File: config.mk
export PLATFORM = sky130hd
export DESIGN_NAME = reg_bank_inc_flat
export DESIGN_NICKNAME = d
export VERILOG_FILES = /design/src/rtl/reg_bank_inc_pkg.sv /design/src/rtl/reg_bank_inc_if.sv /design/src/rtl/reg_bank_inc_cell.sv /design/src/rtl/reg_bank_inc.sv /design/src/flat_wrapper.sv
export SDC_FILE = /design/constraint.sdc
export NUM_CORES = 1
export LEC_CHECK = 0
export BUFFER_PORTS_ARGS = -buffer_cell sky130_fd_sc_hd__buf_4
export CORE_MARGIN = 2
export CORE_UTILIZATION = 35
export DETAILED_ROUTE_END_ITERATION = 8
export PLACE_DENSITY = 0.54
export SYNTH_ARGS = -nofsm -noshare
export SYNTH_HDL_FRONTEND = slang
export SYNTH_HIERARCHICAL = 1
export SYNTH_SLANG_ARGS = --single-unit
File: constraint.sdc
create_clock -name clk -period 3 [get_ports clk]
set_input_delay 0.6 -clock clk [delete_from_list [all_inputs] [get_ports clk]]
set_output_delay 0.6 -clock clk [all_outputs]
set_load 0.005 [all_outputs]
File: src/rtl/reg_bank_inc_pkg.sv
// Shared definitions for the counting register bank: per-cycle operation
// encoding and the command priority decoder.
package reg_bank_inc_pkg;

  typedef enum logic [2:0] {
    OP_NONE,
    OP_CLR,
    OP_LOAD,
    OP_INC,
    OP_DEC,
    OP_HOLD
  } op_e;

  // clr beats we beats inc/dec; inc and dec together cancel out
  function automatic op_e decodeOp(input logic clr, input logic we,
                                   input logic inc, input logic dec);
    if (clr)             return OP_CLR;
    else if (we)         return OP_LOAD;
    else if (inc && dec) return OP_HOLD;
    else if (inc)        return OP_INC;
    else if (dec)        return OP_DEC;
    else                 return OP_NONE;
  endfunction

endpackage

File: src/rtl/reg_bank_inc_if.sv
// Command/read bus of the counting register bank; master drives commands,
// slave (the bank) returns read data and flags.
interface reg_bank_inc_if #(
  parameter int DATA_WIDTH = 8,
  parameter int NUM_REGS   = 4,
  parameter int ADDR_WIDTH = 2
);
  logic [ADDR_WIDTH-1:0] addr;
  logic                  we;
  logic                  clr;
  logic                  inc;
  logic                  dec;
  logic [DATA_WIDTH-1:0] step;
  logic [DATA_WIDTH-1:0] data_in;
  logic [ADDR_WIDTH-1:0] rd_addr;
  logic [DATA_WIDTH-1:0] data_out;
  logic                  zero;
  logic [NUM_REGS-1:0]   ovf;
  logic [NUM_REGS-1:0]   udf;

  modport master (
    output addr, we, clr, inc, dec, step, data_in, rd_addr,
    input  data_out, zero, ovf, udf
  );

  modport slave (
    input  addr, we, clr, inc, dec, step, data_in, rd_addr,
    output data_out, zero, ovf, udf
  );
endinterface

File: src/rtl/reg_bank_inc_cell.sv
// One counting register with sticky overflow/underflow flags and
// wrap or saturate arithmetic.
module reg_inc_cell
  import reg_bank_inc_pkg::*;
#(
  parameter int DATA_WIDTH = 8,
  parameter int SATURATE   = 0
) (
  input  logic                  clk,
  input  logic                  rst,
  input  logic                  en_i,
  input  op_e                   op_i,
  input  logic [DATA_WIDTH-1:0] step_i,
  input  logic [DATA_WIDTH-1:0] data_i,
  output logic [DATA_WIDTH-1:0] value_o,
  output logic                  ovf_o,
  output logic                  udf_o
);

  logic [DATA_WIDTH-1:0] value_q, value_d;
  logic                  ovf_q, ovf_d;
  logic                  udf_q, udf_d;
  logic [DATA_WIDTH:0]   sum;
  logic [DATA_WIDTH-1:0] diff;
  logic                  borrow;

  assign sum    = {1'b0, value_q} + {1'b0, step_i};
  assign diff   = value_q - step_i;
  assign borrow = step_i > value_q;

  always_comb begin
    value_d = value_q;
    ovf_d   = ovf_q;
    udf_d   = udf_q;
    if (en_i) begin
      unique case (op_i)
        OP_CLR: begin
          value_d = '0;
          ovf_d   = 1'b0;
          udf_d   = 1'b0;
        end
        OP_LOAD: begin
          value_d = data_i;
          ovf_d   = 1'b0;
          udf_d   = 1'b0;
        end
        OP_INC: begin
          // a zero step never carries, so it leaves value and flag alone
          if (sum[DATA_WIDTH]) begin
            ovf_d   = 1'b1;
            value_d = (SATURATE != 0) ? {DATA_WIDTH{1'b1}} : sum[DATA_WIDTH-1:0];
          end else begin
            value_d = sum[DATA_WIDTH-1:0];
          end
        end
        OP_DEC: begin
          if (borrow) begin
            udf_d   = 1'b1;
            value_d = (SATURATE != 0) ? '0 : diff;
          end else begin
            value_d = diff;
          end
        end
        default: ;
      endcase
    end
  end

  always_ff @(posedge clk) begin
    if (rst) begin
      value_q <= '0;
      ovf_q   <= 1'b0;
      udf_q   <= 1'b0;
    end else begin
      value_q <= value_d;
      ovf_q   <= ovf_d;
      udf_q   <= udf_d;
    end
  end

  assign value_o = value_q;
  assign ovf_o   = ovf_q;
  assign udf_o   = udf_q;

endmodule

File: src/rtl/reg_bank_inc.sv
// Bank of NUM_REGS counting registers with a registered read port that
// returns the pre-update value when reading the register being written.
module reg_bank_inc
  import reg_bank_inc_pkg::*;
#(
  parameter int DATA_WIDTH = 8,
  parameter int NUM_REGS   = 4,
  parameter int ADDR_WIDTH = 2,
  parameter int SATURATE   = 0
) (
  input  logic           clk,
  input  logic           rst,
  reg_bank_inc_if.slave  bus
);

  op_e                   cmdOp;
  logic [DATA_WIDTH-1:0] cellValue [NUM_REGS];
  logic [NUM_REGS-1:0]   ovfVec;
  logic [NUM_REGS-1:0]   udfVec;
  logic [DATA_WIDTH-1:0] readData;
  logic [DATA_WIDTH-1:0] dataOut_q;
  logic                  zero_q;

  assign cmdOp = decodeOp(bus.clr, bus.we, bus.inc, bus.dec);

  // out-of-range addresses match no cell and are therefore ignored
  for (genvar i = 0; i < NUM_REGS; i++) begin : g_cell
    reg_inc_cell #(
      .DATA_WIDTH (DATA_WIDTH),
      .SATURATE   (SATURATE)
    ) u_cell (
      .clk     (clk),
      .rst     (rst),
      .en_i    (bus.addr == ADDR_WIDTH'(i)),
      .op_i    (cmdOp),
      .step_i  (bus.step),
      .data_i  (bus.data_in),
      .value_o (cellValue[i]),
      .ovf_o   (ovfVec[i]),
      .udf_o   (udfVec[i])
    );
  end

  always_comb begin
    readData = '0;
    for (int i = 0; i < NUM_REGS; i++) begin
      if (bus.rd_addr == ADDR_WIDTH'(i)) readData = cellValue[i];
    end
  end

  always_ff @(posedge clk) begin
    if (rst) begin
      dataOut_q <= '0;
      zero_q    <= 1'b1;
    end else begin
      dataOut_q <= readData;
      zero_q    <= (readData == '0);
    end
  end

  assign bus.data_out = dataOut_q;
  assign bus.zero     = zero_q;
  assign bus.ovf      = ovfVec;
  assign bus.udf      = udfVec;

endmodule

File: src/flat_wrapper.sv
// flat-port wrapper written by rule: the top's interface ports become plain ports
module reg_bank_inc_flat import reg_bank_inc_pkg::*;
#(
  parameter int DATA_WIDTH = 8,
  parameter int NUM_REGS   = 4,
  parameter int ADDR_WIDTH = 2,
  parameter int SATURATE   = 0
)
  (clk, rst, bus_addr, bus_we, bus_clr, bus_inc, bus_dec, bus_step, bus_data_in, bus_rd_addr, bus_data_out, bus_zero, bus_ovf, bus_udf);
  reg_bank_inc_if #(.DATA_WIDTH(DATA_WIDTH), .NUM_REGS(NUM_REGS), .ADDR_WIDTH(ADDR_WIDTH)) bus_i ();
  input  logic clk;
  input  logic rst;
  input wire logic [$bits(bus_i.addr)-1:0] bus_addr;
  input wire logic [$bits(bus_i.we)-1:0] bus_we;
  input wire logic [$bits(bus_i.clr)-1:0] bus_clr;
  input wire logic [$bits(bus_i.inc)-1:0] bus_inc;
  input wire logic [$bits(bus_i.dec)-1:0] bus_dec;
  input wire logic [$bits(bus_i.step)-1:0] bus_step;
  input wire logic [$bits(bus_i.data_in)-1:0] bus_data_in;
  input wire logic [$bits(bus_i.rd_addr)-1:0] bus_rd_addr;
  output wire logic [$bits(bus_i.data_out)-1:0] bus_data_out;
  output wire logic [$bits(bus_i.zero)-1:0] bus_zero;
  output wire logic [$bits(bus_i.ovf)-1:0] bus_ovf;
  output wire logic [$bits(bus_i.udf)-1:0] bus_udf;
  assign bus_i.addr = bus_addr;
  assign bus_i.we = bus_we;
  assign bus_i.clr = bus_clr;
  assign bus_i.inc = bus_inc;
  assign bus_i.dec = bus_dec;
  assign bus_i.step = bus_step;
  assign bus_i.data_in = bus_data_in;
  assign bus_i.rd_addr = bus_rd_addr;
  assign bus_data_out = bus_i.data_out;
  assign bus_zero = bus_i.zero;
  assign bus_ovf = bus_i.ovf;
  assign bus_udf = bus_i.udf;
  reg_bank_inc #(.DATA_WIDTH(DATA_WIDTH), .NUM_REGS(NUM_REGS), .ADDR_WIDTH(ADDR_WIDTH), .SATURATE(SATURATE)) u_core (.clk(clk), .rst(rst), .bus(bus_i));
endmodule
# Word level (Yosys, flattened, before mapping)
# Cells that the tools add are included.
[classes]
order_cmp = 4
n_addsub = 8
n_reduce_logical = 20
n_mux = 29
eq_ne = 18
[ops]
columns = ["operator", "n"]
rows = [
  ["8-bit one-hot mux with 4 select lines", 4],
  ["8-bit by 8-bit adder with 9-bit output", 4],
  ["8-bit greater-than comparator", 4],
  ["8-bit 2-to-1 mux", 4],
  ["8-bit subtractor", 4],
  ["3-bit AND reduction", 8],
  ["2-bit != test (second input constant)", 8],
  ["1-bit one-hot mux with 2 select lines", 8],
  ["3-bit 2-to-1 mux", 5],
  ["2-bit == test (second input constant)", 4],
  ["8-bit zero test", 1],
  ["1-bit 2-to-1 mux", 8],
  ["2-bit AND reduction", 4],
  ["3-bit by 2-bit == test with 1-bit output (second input constant)", 2],
  ["2-bit by 1-bit == test with 1-bit output (second input constant)", 2],
  ["2-bit zero test", 2],
  ["2-bit nonzero test", 2],
  ["4-bit nonzero test", 1],
  ["3-bit by 1-bit == test with 1-bit output (second input constant)", 1],
  ["3-bit == test (second input constant)", 1],
  ["2-bit OR reduction", 1],
  ["1-bit logical AND", 1],
]
[word_totals]
word_cells = 93
regBits = 49
in_bits = 26
output_inout_bits = 17

# Logic depth before layout (Yosys ltp)
# Gate-level depths: netlist of run 1.
[logic_depth]
depth_word = 9
depth_mapped = 11
depth_no_buf = 10

# Hierarchy
# Netlist of run 1, hierarchy kept.
[modules_own_cells]
columns = ["mod", "n_inst", "area_per_inst_um2", "cells_each", "seq_area_each_um2"]
rows = [
  ["reg_inc_cell (u_core.g_cell[2].u_cell ...)", 2, 1368.8, 181, 200.2],
  ["reg_inc_cell (u_core.g_cell[0].u_cell ...)", 2, 1336.3, 171, 200.2],
  ["reg_bank_inc", 1, 504.2, 40, 180.2],
]

# Worst setup path after synthesis of run 1
# OpenSTA, ideal clock, no wires.
[synth_path]
kind = "input to register"
from = "input port bus_dec"
to = "register u_core.g_cell[0].u_cell.value_q[5]"
setup_ns = 0.134
arrival_time_ns = 2.541
cell_stages = 8
t_required_ns = 2.866
path_slack_ns = 0.325
n_path_buf = 0
path_cell_list = "inv_1 > a21oi_1 > nor2_1 > mux2_2 > a22oi_1 > or3b_1 > o21ai_0 > a211oi_1"
[synth_between]
elab_cells_between_ends = 13
cone_classes = "eq/ne (4); mux (6); reduce/logical (3)"
[synth_rtl]
columns = ["item", "line_no", "text"]
rows = [
  ["from (decl)", "flat_wrapper.sv:17", "input wire logic [$bits(bus_i.dec)-1:0] bus_dec;"],
  ["1-bit logical AND (*)", "reg_bank_inc_pkg.sv:19", "else if (inc && dec) return OP_HOLD;"],
  ["3-bit 2-to-1 mux (*)", "reg_bank_inc_pkg.sv:19", ""],
  ["3-bit 2-to-1 mux (*)", "reg_bank_inc_pkg.sv:18", "else if (we) return OP_LOAD;"],
  ["3-bit 2-to-1 mux (*)", "reg_bank_inc_pkg.sv:17", "if (clr) return OP_CLR;"],
  ["via u_core.cmdOp[1]", "reg_bank_inc.sv:16", "op_e cmdOp;"],
  ["3-bit == test (tied with other cells)", "reg_bank_inc_cell.sv:36", "unique case (op_i)"],
  ["4-bit nonzero test (no source line)", "--", ""],
  ["2-bit AND reduction (no source line)", "--", ""],
  ["to (signal assigned)", "reg_bank_inc_cell.sv:75", "value_q <= value_d;"],
  ["to (decl)", "reg_bank_inc_cell.sv:20", "logic [DATA_WIDTH-1:0] value_q, value_d;"],
]
# Mark *: on every way through the listed nets, which the timed path passes. The rest lies on a longest branch.
# A chain may end at the register's enable or synchronous reset.

# Final worst setup path of run 1
[layout_path]
from = "input port bus_dec"
to = "register u_core.g_cell[1].u_cell.value_q[5]"
[layout_between]
elab_cells_between_ends = 13
cone_classes = "eq/ne (4); mux (6); reduce/logical (3)"
[layout_rtl]
columns = ["item", "line_no"]
rows = [
  ["1-bit logical AND (*)", "reg_bank_inc_pkg.sv:19"],
  ["3-bit 2-to-1 mux (*)", "reg_bank_inc_pkg.sv:19"],
  ["3-bit 2-to-1 mux (*)", "reg_bank_inc_pkg.sv:18"],
  ["3-bit 2-to-1 mux (*)", "reg_bank_inc_pkg.sv:17"],
  ["via u_core.cmdOp[1]", "reg_bank_inc.sv:16"],
  ["3-bit == test (tied with other cells)", "reg_bank_inc_cell.sv:36"],
  ["4-bit nonzero test (no source line)", "--"],
  ["2-bit AND reduction (no source line)", "--"],
  ["to (signal assigned)", "reg_bank_inc_cell.sv:75"],
  ["to (decl)", "reg_bank_inc_cell.sv:20"],
]
# Marked as above.

==> results of run 1 <==
-- logic make-up (layout without fill, tap and decap cells) --
logic type / Yosys count / in the layout / synth area share [%]
muxes: 34 / 34 / 7.785
DFF: 49 / 49 / 16.59
adders and majority gates: 72 / 72 / 16.25
xor gates and xnor gates: 18 / 18 / 2.666
buffers and inverters: 102 / 123 / 8.293
and+or+nand+nor: 238 / 238 / 21.68
AOI/OAI and AO/OA: 231 / 231 / 26.74
-- power breakdown --
| group | internal (mW) | switching [mW] |
|---|---|---|
| clock | 0.417 | 0.273 |
| sequential | 0.663 | 0.0165 |
| combinational | 0.225 | 0.346 |
-- flip-flops by register name, summed over array words and instances (netlist names) --
register / count
u_core/bus.data_out: 8
u_core/g_cell.u_cell/ovf_o: 4
u_core/g_cell.u_cell/udf_o: 4
u_core/g_cell.u_cell/value_o: 32
u_core/bus.zero: 1
-- per-stage QoR --
step	utilization, %	cell area, um2	setup WS [ps]	total power [mW]
2_1_floorplan	-	5914	325.3	1.088
3_3_place_gp	38.62	6381	297.4	1.244
3_5_place_dp	38.62	6381	314.3	1.252
4_1_cts	39.68	6558	626.6	1.949
5_1_grt	39.68	6558	399.8	2.032
6_report	39.68	6558	598.8	1.941
-- per-layer routing --
| metal | track usage, % | vias to the layer above | part of all wire, % |
|---|---|---|---|
| met5 | 0 | - | 0 |
| met4 | 5.142 | 0 | 2.3 |
| met3 | 3.137 | 36 | 7.4 |
| met2 | 31.74 | 255 | 43 |
| met1 | 30.37 | 2719 | 47 |
| li1 | - | 2746 | - |
-- final timing paths --
path | from | end | cells past startpoint
worst max register to register | u_core/g_cell[1].u_cell/value_o[0] | u_core/g_cell[1].u_cell/value_o[6] | 10
worst min-delay path | u_core/g_cell[3].u_cell/ovf_o | u_core/g_cell[3].u_cell/ovf_o | 2
worst min register to register | u_core/g_cell[3].u_cell/ovf_o | u_core/g_cell[3].u_cell/ovf_o | 2
worst max-delay path | bus_dec | u_core/g_cell[1].u_cell/value_o[5] | 10
-- cell usage in the layout (no fill, tap or decap), types with 8 or more instances in the layout --
cell and n:
a22oi_1 12, o21ai_0 44, buf_4 50, nor4_1 10
a31oi_1 12, nor2_1 59, fa_1 8, nand2_1 58
a221oi_1 8, a211oi_1 12, mux2_2 10, xnor2_1 14
dfxtp_1 49, inv_1 62, ha_1 64, nor2b_1 28
mux2i_1 16, nand2b_1 12, nor3_1 14, a21oi_1 59
a21o_1 17
-- area by class of cell --
| cell class | count | area share (%) |
|---|---|---|
| Multi-Input combinational cell | 593 | 67.96 |
| Clock inverter | 2 | 0.5724 |
| Tap cell | 220 | 4.198 |
| Timing Repair Buffer | 53 | 6.640 |
| Inverter | 62 | 3.549 |
| Sequential cell | 49 | 14.96 |
| Clock buffer | 6 | 2.118 |
-- worst min-delay path: stages (launching register included) --
cell and delay [ps]:
dfxtp_1 310, nand2_1 50, nand3_1 50
==> key figures, run 1 <==
Yosys
  • Syn nets: 842
  • Synth async-reset ratio: 0%
  • Cells after Synth: 744
  • Commonest cells post-synth: ha_1, inv_1, nor2_1, a21oi_1, nand2_1
  • Mapped cell area: 5914 um2
  • Register area share after synthesis: 16.59%
  • Number of synthesized flops with an enable pin: 0
  • Top cell type's share of synthesized area: 16.59%
  • Avg Inst Size Synth: 7.949 um2
  • Top cells by area, synth: dfxtp_1, ha_1, a21oi_1
  • Syn. warnings: 6
  • FF+latch count, synth: 49
  • Dominant cell by count in the synthesized netlist: ha_1
  • Synth unique cells: 71
  • Largest area contributor in the netlist: dfxtp_1
  • Ys flop type: dfxtp_1

Critical path
  • CP bufs+invs: 3
  • Critical path startpoint category: input pin
  • CP Class: input pin to flip-flop
  • CP Capture Type: flip-flop
  • CP max stage delay: 400 ps
  • Max Fanout on Critical Path: 46
  • Crit path max-delay cell type: or3b_1
  • Delay-heaviest family, CP: compound AO/OA/AOI/OAI gates
  • CP required: 3150 ps
  • Critical Path AT: 2550 ps
  • Worst-path cell chain: buf_4 > inv_1 > a21oi_1 > nor2_4 > buf_12 > mux2_2 > a22oi_1 > or3b_1 > o21ai_0 > a211oi_1
  • Reg2reg setup slack: 680 ps

Floorplan
  • I/O pin count: 43
  • Die height: 134.0 um
  • Die ar.: 17,950 um2
  • # rows: 47
  • Die W: 134.0 um
  • Starting Density: 35.79%
  • Core Footprint: 16,520 um2

Global routing
  • Vias in the first global route: 5,289
  • All-Layer GR Usage: 20.71%
  • Largest net degree at the start of global routing: 56
  • Initial antenna violation count: 0
  • First-pass GRT wire length: 29,120 um
  • Remaining Overflow, GRT: 0

Timing
  • Final setup fails: 0
  • Worst slew pin tran: 635.2 ps
  • RSZ-0062 raised after global routing: no
  • Worst hold slack: 469.2 ps
  • Tcrit/Tclk final: 80.04%
  • Worst slew margin: 57.37%
  • Min Clock Period, post-route: 2401 ps
  • Max frequency: 0.4165 GHz
  • Fin. Hold Viols: 0
  • Max Slew Vio Count: 0
  • Worst Skew: 7.019 ps
  • Setup TNS: 0 ps

Detailed routing
  • Drt pass-1 iters: 7
  • Final ANT Viol Nets: 0
  • Drt total wl: 19,010 um
  • Iteration-0 DRC Markers: 676
  • Number of vias per cell: 5.844
  • Vias: 5,756
  • Routed len/inst: 19.30 um
  • Final routed DRC violation total: 0

Clocking
  • Post-CTS Resized: 0
  • Max Buffers Root-to-Sink: 2
  • Root Buffer: clkbuf_16
  • Clock sinks: 49
  • Later-pin clock latency in the skew report: 300 ps
  • CTS tree: built
  • Postcts setup bufs: 0
  • Clk slew on worst S/H paths: 70 ps
  • CTS H-tree lvls: 2
  • Total CTS buffers: 5
  • Hold buffer count at cts: 0

Place
  • I/O Buffers: 42
  • HPWL Detailed: 14,100 um
  • RePlAce Congestion: 0.8889
  • Placed insts: 977

Final layout
  • Antenna cells: 0
  • Area Overhead vs Synth: 10.87%
  • Layout fillers: 1,694
  • Multi-input gate area: 4457 um2
  • FF/Latch Area: 980.9 um2
  • Fin cells: 985
  • Layout cells sized above 1: 13.33%
  • Fin nets: 862

Power
  • PwrDens: 296.0 nW/um2
  • Worst VDD drop: 187.3 uV
  • Pleak: 2.793 nW

Status
  • Status: completed

Job
  • Reported max-cap violation count: 0

Worst hold path
  • HP Class: flip-flop to flip-flop
Note: power is estimated with default switching activity, not from simulation.
==> run 2: changes to the inputs <==
clock period = 2.3 ns   (was 3 ns; I/O delays follow)
==> key figures, run 2 (same netlist as run 1, synthesis figures left out) <==
Timing
  • Tcrit/Tclk final: 96.13%
  • RSZ-0062 raised after global routing: no
  • Final setup fails: 0
  • Fin. Hold Viols: 0
  • Worst slew pin tran: 641.5 ps
  • Min Clock Period, post-route: 2211 ps
  • Max Slew Vio Count: 0
  • Worst Skew: 7.454 ps
  • Worst slew margin: 57.24%
  • Max frequency: 0.4523 GHz

Clocking
  • Hold buffer count at cts: 0
  • Clk slew on worst S/H paths: 80 ps
  • CTS tree: built
  • Root Buffer: clkbuf_16
  • Clock sinks: 49
  • CTS H-tree lvls: 2
  • Max Buffers Root-to-Sink: 2
  • Later-pin clock latency in the skew report: 300 ps
  • Total CTS buffers: 5

Detailed routing
  • Drt total wl: 20,390 um
  • Final ANT Viol Nets: 0
  • Final routed DRC violation total: 0
  • Vias: 6,136
  • Routed len/inst: 18.32 um
  • Number of vias per cell: 5.513
  • Iteration-0 DRC Markers: 603
  • Drt pass-1 iters: 5

Place
  • Placed insts: 1,106
  • Placed instance area: 7375 um2
  • I/O Buffers: 42
  • RePlAce Congestion: 0.8868
  • HPWL Detailed: 16,190 um

Floorplan
  • Die ar.: 17,950 um2
  • I/O pin count: 43
  • Die W: 134.0 um
  • # rows: 47
  • Starting Density: 35.79%
  • Die height: 134.0 um
  • Core Footprint: 16,520 um2

Power
  • Clock power frac: 32.7%
  • PwrDens: 354.0 nW/um2
  • Switching power: 876.7 uW
  • Switching share of power: 32.72%
  • Pleak: 3.442 nW
  • Sequential share of power: 32.9%
  • Worst VDD drop: 261.3 uV
  • Internal power: 1.803 mW
  • Comb power frac: 34.4%

Final layout
  • Most frequent cells in the layout: buf_4, ha_1, inv_1
  • Fin cells: 1,113
  • Leading cell type in the layout, fill and taps excluded: buf_4
  • Fin area: 7569 um2
  • Fin nets: 991
  • Largest register FFs: 32
  • Antenna cells: 0
  • Layout cells sized above 1: 26.54%
  • Area Overhead vs Synth: 27.97%

Critical path
  • Delay-heaviest family, CP: simple AND/OR/NAND/NOR gates
  • CP Class: input pin to flip-flop
  • CP startpoint: bus_step[3]
  • Worst reg2reg startpoint: u_core/g_cell[1].u_cell/value_o[0]
  • CP bufs+invs: 3
  • CP Capture Type: flip-flop
  • CP max stage delay: 400 ps
  • Critical Path AT: 2400 ps
  • Critical path startpoint category: input pin
  • Worst-path cell chain: buf_4 > inv_1 > ha_1 > o21ai_0 > a21oi_1 > o21ai_0 > and4_1 > nor4_1 > buf_4 > a21oi_1
  • Max Fanout on Critical Path: 5
  • CP required: 2490 ps
  • Crit path max-delay cell type: nor4_1

Job
  • Reported max-cap violation count: 0

Global routing
  • Remaining Overflow, GRT: 0
  • First-pass GRT wire length: 32,000 um
  • Vias in the first global route: 5,965
  • Largest net degree at the start of global routing: 56
  • All-Layer GR Usage: 22.51%
  • Initial antenna violation count: 0

Worst hold path
  • HP Class: flip-flop to flip-flop
  • Hold path start: u_core/g_cell[2].u_cell/ovf_o

Status
  • Status: completed
run 2: cell types whose count changed in the layout (fill, tap and decap cells not counted), sizes merged:
cell      change
clkbuf        -1
clkinvlp      -1
buf         +129
clkinv        +1
run 2: what timing repair did:
| action | 4_1_cts | 5_1_grt |
|---|---|---|
| cloned | 0 | 0 |
| setup buffers | 0 | 0 |
| resized for setup | 1 | 8 |
| setup endpoints to repair | 1 | 8 |
| pin swaps | 0 | 1 |
run 2: area by class of cell:
| type | count | area (um2) |
|---|---|---|
| inverter | 62 | 232.7 |
| timing repair buffer | 182 | 1429 |
| fill | 1655 | 8956 |
| tap | 220 | 275.3 |
| multi-input combinational | 593 | 4491 |
| sequential | 49 | 980.9 |
| clock buffer | 5 | 125.1 |
| clock inverter | 2 | 35.03 |
run 2: power by group through the flow:
stage                     combinational, mW  sequential, mW  clock, mW
after floorplan                       0.523           0.897          0
after global placement                0.893           0.901          0
after detailed placement              0.902           0.901          0
after CTS                             0.907           0.881      0.891
after global routing                   1.00           0.883      0.922
final                                 0.923           0.881      0.876
run 2: routing by layer:
layer  track usage (%)  routed length [um]  vias to the layer above  share of wire [%]
met2             36.41                9177                      223                 45
met3             2.608                1089                       27                5.3
met4             5.969                 442                        0                2.2
li1                  -                   -                     2988                  -
met1             31.79                9683                     2898                 47
met5                 0                   0                        -                  0
run 2: worst register-to-register path: cells and delay by family, from the launching register on:
family	cells	cell delay, ps
XOR/XNOR	1	150
buffers and inverters	2	140
adder cells (fa/ha/maj)	2	560
AO/OA/AOI/OAI	5	880
flip-flops	1	330
run 2: per-stage QoR:
step / hold slack [ps] / TNS (ps) / setup WS [ps] / power, mW / util (%)
2_1_floorplan: 450.0 / 0 / 13.01 / 1.420 / -
3_3_place_gp: 443.4 / -1958 / -256.8 / 1.794 / 44.63
3_5_place_dp: 451.1 / -2931 / -326.1 / 1.803 / 44.63
4_1_cts: 468.9 / 0 / 29.10 / 2.679 / 45.62
5_1_grt: 486.4 / 0 / 6.841 / 2.806 / 45.80
6_report: 462.9 / 0 / 89.09 / 2.679 / 45.80
run 2: worst paths after layout:
check / end / slack [ps] / depth (start not counted)
worst max-delay path: u_core/g_cell[3].u_cell/value_o[5] / 90 / 10
worst min-delay path: u_core/g_cell[2].u_cell/ovf_o / 460 / 2
worst max register to register: u_core/g_cell[1].u_cell/value_o[6] / 90 / 10
worst min register to register: u_core/g_cell[2].u_cell/ovf_o / 460 / 2
==> run 3: changes to the inputs <==
REMOVE_ABC_BUFFERS = 1   (was not set)
==> key figures, run 3 (same netlist as run 1, synthesis figures left out) <==
Critical path
  • Max Fanout on Critical Path: 6
  • Worst reg2reg startpoint: u_core/g_cell[3].u_cell/value_o[1]
  • Delay-heaviest family, CP: flip-flops
  • Crit path max-delay cell type: dfxtp_1
  • CP Capture Point: u_core/g_cell[3].u_cell/value_o[5]
  • Worst-path cell chain: ha_1 > inv_1 > a21oi_1 > o41ai_1 > buf_4 > nor4_1 > nor4_1 > a21oi_1
  • Critical Path AT: 2370 ps
  • CP required: 2480 ps
  • Critical R2R Capture: u_core/g_cell[3].u_cell/value_o[5]
  • Critical path startpoint category: flip-flop
  • CP Capture Type: flip-flop
  • Reg2reg setup slack: 110 ps
  • CP Class: flip-flop to flip-flop
  • CP Depth: 8
  • CP startpoint: u_core/g_cell[3].u_cell/value_o[1]
  • CP max stage delay: 550 ps
  • Cell depth of the worst flop-to-flop path: 8
  • CP bufs+invs: 2

Global routing
  • All-Layer GR Usage: 22.68%
  • Largest net degree at the start of global routing: 56
  • Remaining Overflow, GRT: 0
  • Vias in the first global route: 6,050
  • Met3 usage in global routing: 3.704%
  • Met1 Track Usage GR: 30.51%
  • GRT busiest layer: met2
  • First-pass GRT wire length: 32,060 um
  • GR Util met2: 36.58%
  • Initial antenna violation count: 1

Clocking
  • CTS tree: built
  • Total CTS buffers: 5
  • Clk slew on worst S/H paths: 70 ps
  • Max Buffers Root-to-Sink: 2
  • Hold buffer count at cts: 0
  • Clock sinks: 49
  • CTS H-tree lvls: 2
  • Root Buffer: clkbuf_16
  • Later-pin clock latency in the skew report: 310 ps

Detailed routing
  • Drt total wl: 20,470 um
  • Vias: 6,232
  • Routed len/inst: 18.52 um
  • Iteration-0 DRC Markers: 549
  • Drt pass-1 iters: 7
  • Final routed DRC violation total: 0
  • Final ANT Viol Nets: 0
  • Number of vias per cell: 5.640

Final layout
  • Layout fillers: 1,627
  • Area Overhead vs Synth: 26.80%
  • Fin area: 7500 um2
  • Layout cells sized above 1: 26.33%
  • Core Util, Final: 45.39%
  • Antenna cells: 0
  • Fin nets: 982
  • Most frequent cells in the layout: buf_4, ha_1, inv_1
  • Largest register FFs: 32
  • Leading cell type in the layout, fill and taps excluded: buf_4

Power
  • Final Power: 2.698 mW
  • PwrDens: 359.8 nW/um2
  • Pleak: 3.400 nW
  • Worst VDD drop: 274.3 uV

Timing
  • Worst slew margin: 53.05%
  • Setup TNS: 0 ps
  • Fin. Hold Viols: 0
  • Max Slew Vio Count: 0
  • Worst slew pin tran: 699.5 ps
  • RSZ-0062 raised after global routing: no
  • Max frequency: 0.4572 GHz
  • Tcrit/Tclk final: 95.10%
  • Worst hold slack: 478.3 ps
  • Min Clock Period, post-route: 2187 ps
  • Worst Skew: 4.847 ps
  • Final setup fails: 0

Place
  • I/O Buffers: 42
  • HPWL Detailed: 15,980 um
  • RePlAce Congestion: 0.9378
  • Placed instance area: 7282 um2

Worst hold path
  • HP Class: flip-flop to flip-flop

Floorplan
  • Starting Density: 35.79%
  • Die ar.: 17,950 um2
  • Die W: 134.0 um
  • Core Footprint: 16,520 um2
  • # rows: 47
  • Die height: 134.0 um
  • I/O pin count: 43

Job
  • Reported max-cap violation count: 0

Status
  • Status: completed
[run 3: cell types whose count changed in the layout (fill, tap and decap cells not counted), sizes merged]
| cell | previous run | this run |
|---|---|---|
| buf | 182 | 173 |
| clkbuf | 5 | 6 |
[run 3: worst min-delay path by stage]
stage	start	end	slack, ps	cells after the start
after floorplan	u_core/g_cell[2].u_cell/ovf_o	u_core/g_cell[2].u_cell/ovf_o	450	2
after global placement	u_core/g_cell[3].u_cell/ovf_o	u_core/g_cell[3].u_cell/ovf_o	450	2
after detailed placement	u_core/g_cell[3].u_cell/udf_o	u_core/g_cell[3].u_cell/udf_o	460	1
after CTS	u_core/g_cell[1].u_cell/udf_o	u_core/g_cell[1].u_cell/udf_o	480	1
after global routing	u_core/g_cell[3].u_cell/udf_o	u_core/g_cell[3].u_cell/udf_o	500	1
final	u_core/g_cell[2].u_cell/udf_o	u_core/g_cell[2].u_cell/udf_o	480	1
[run 3: area by class of cell]
cell class | count | area, um2 | area share (%)
clock inverter | 2 | 38.79 | 0.5172
inverter | 62 | 232.7 | 3.103
clock buffer | 6 | 128.9 | 1.718
sequential | 49 | 982.2 | 13.10
tap | 220 | 275.3 | 3.670
timing repair buffer | 173 | 1336 | 17.82
multi-input combinational | 593 | 4506 | 60.08
[run 3: timing repair]
| item | in CTS | in global routing |
|---|---|---|
| setup endpoints to repair | 1 | 13 |
| gates resized for setup | 1 | 13 |
| setup buffers | 0 | 0 |
| cloned | 0 | 0 |
| pin swaps | 0 | 3 |
[run 3: power by group]
part | internal [mW] | total [mW] | leakage, nW | switching [mW]
Combinational | 0.421 | 0.916 | 2.92 | 0.496
Clock | 0.518 | 0.897 | 0.0810 | 0.379
Sequential | 0.865 | 0.885 | 0.397 | 0.0203
Total | 1.80 | 2.70 | 3.40 | 0.895
[run 3: metal layers]
metal  vias to the layer above  wire [um]
met3                        49       1381
met5                         -         19
met2                       263       9150
met4                         2        677
li1                       2972          -
met1                      2946       9240
[run 3: through the flow]
stage / std cells / worst slack (ps)
floorplan: 704 / -1706
global placement: 1097 / -188.5
detailed placement: 1097 / -227.2
CTS: 1105 / 6.261
global route: 1105 / 3.396
finish: 1105 / 112.7
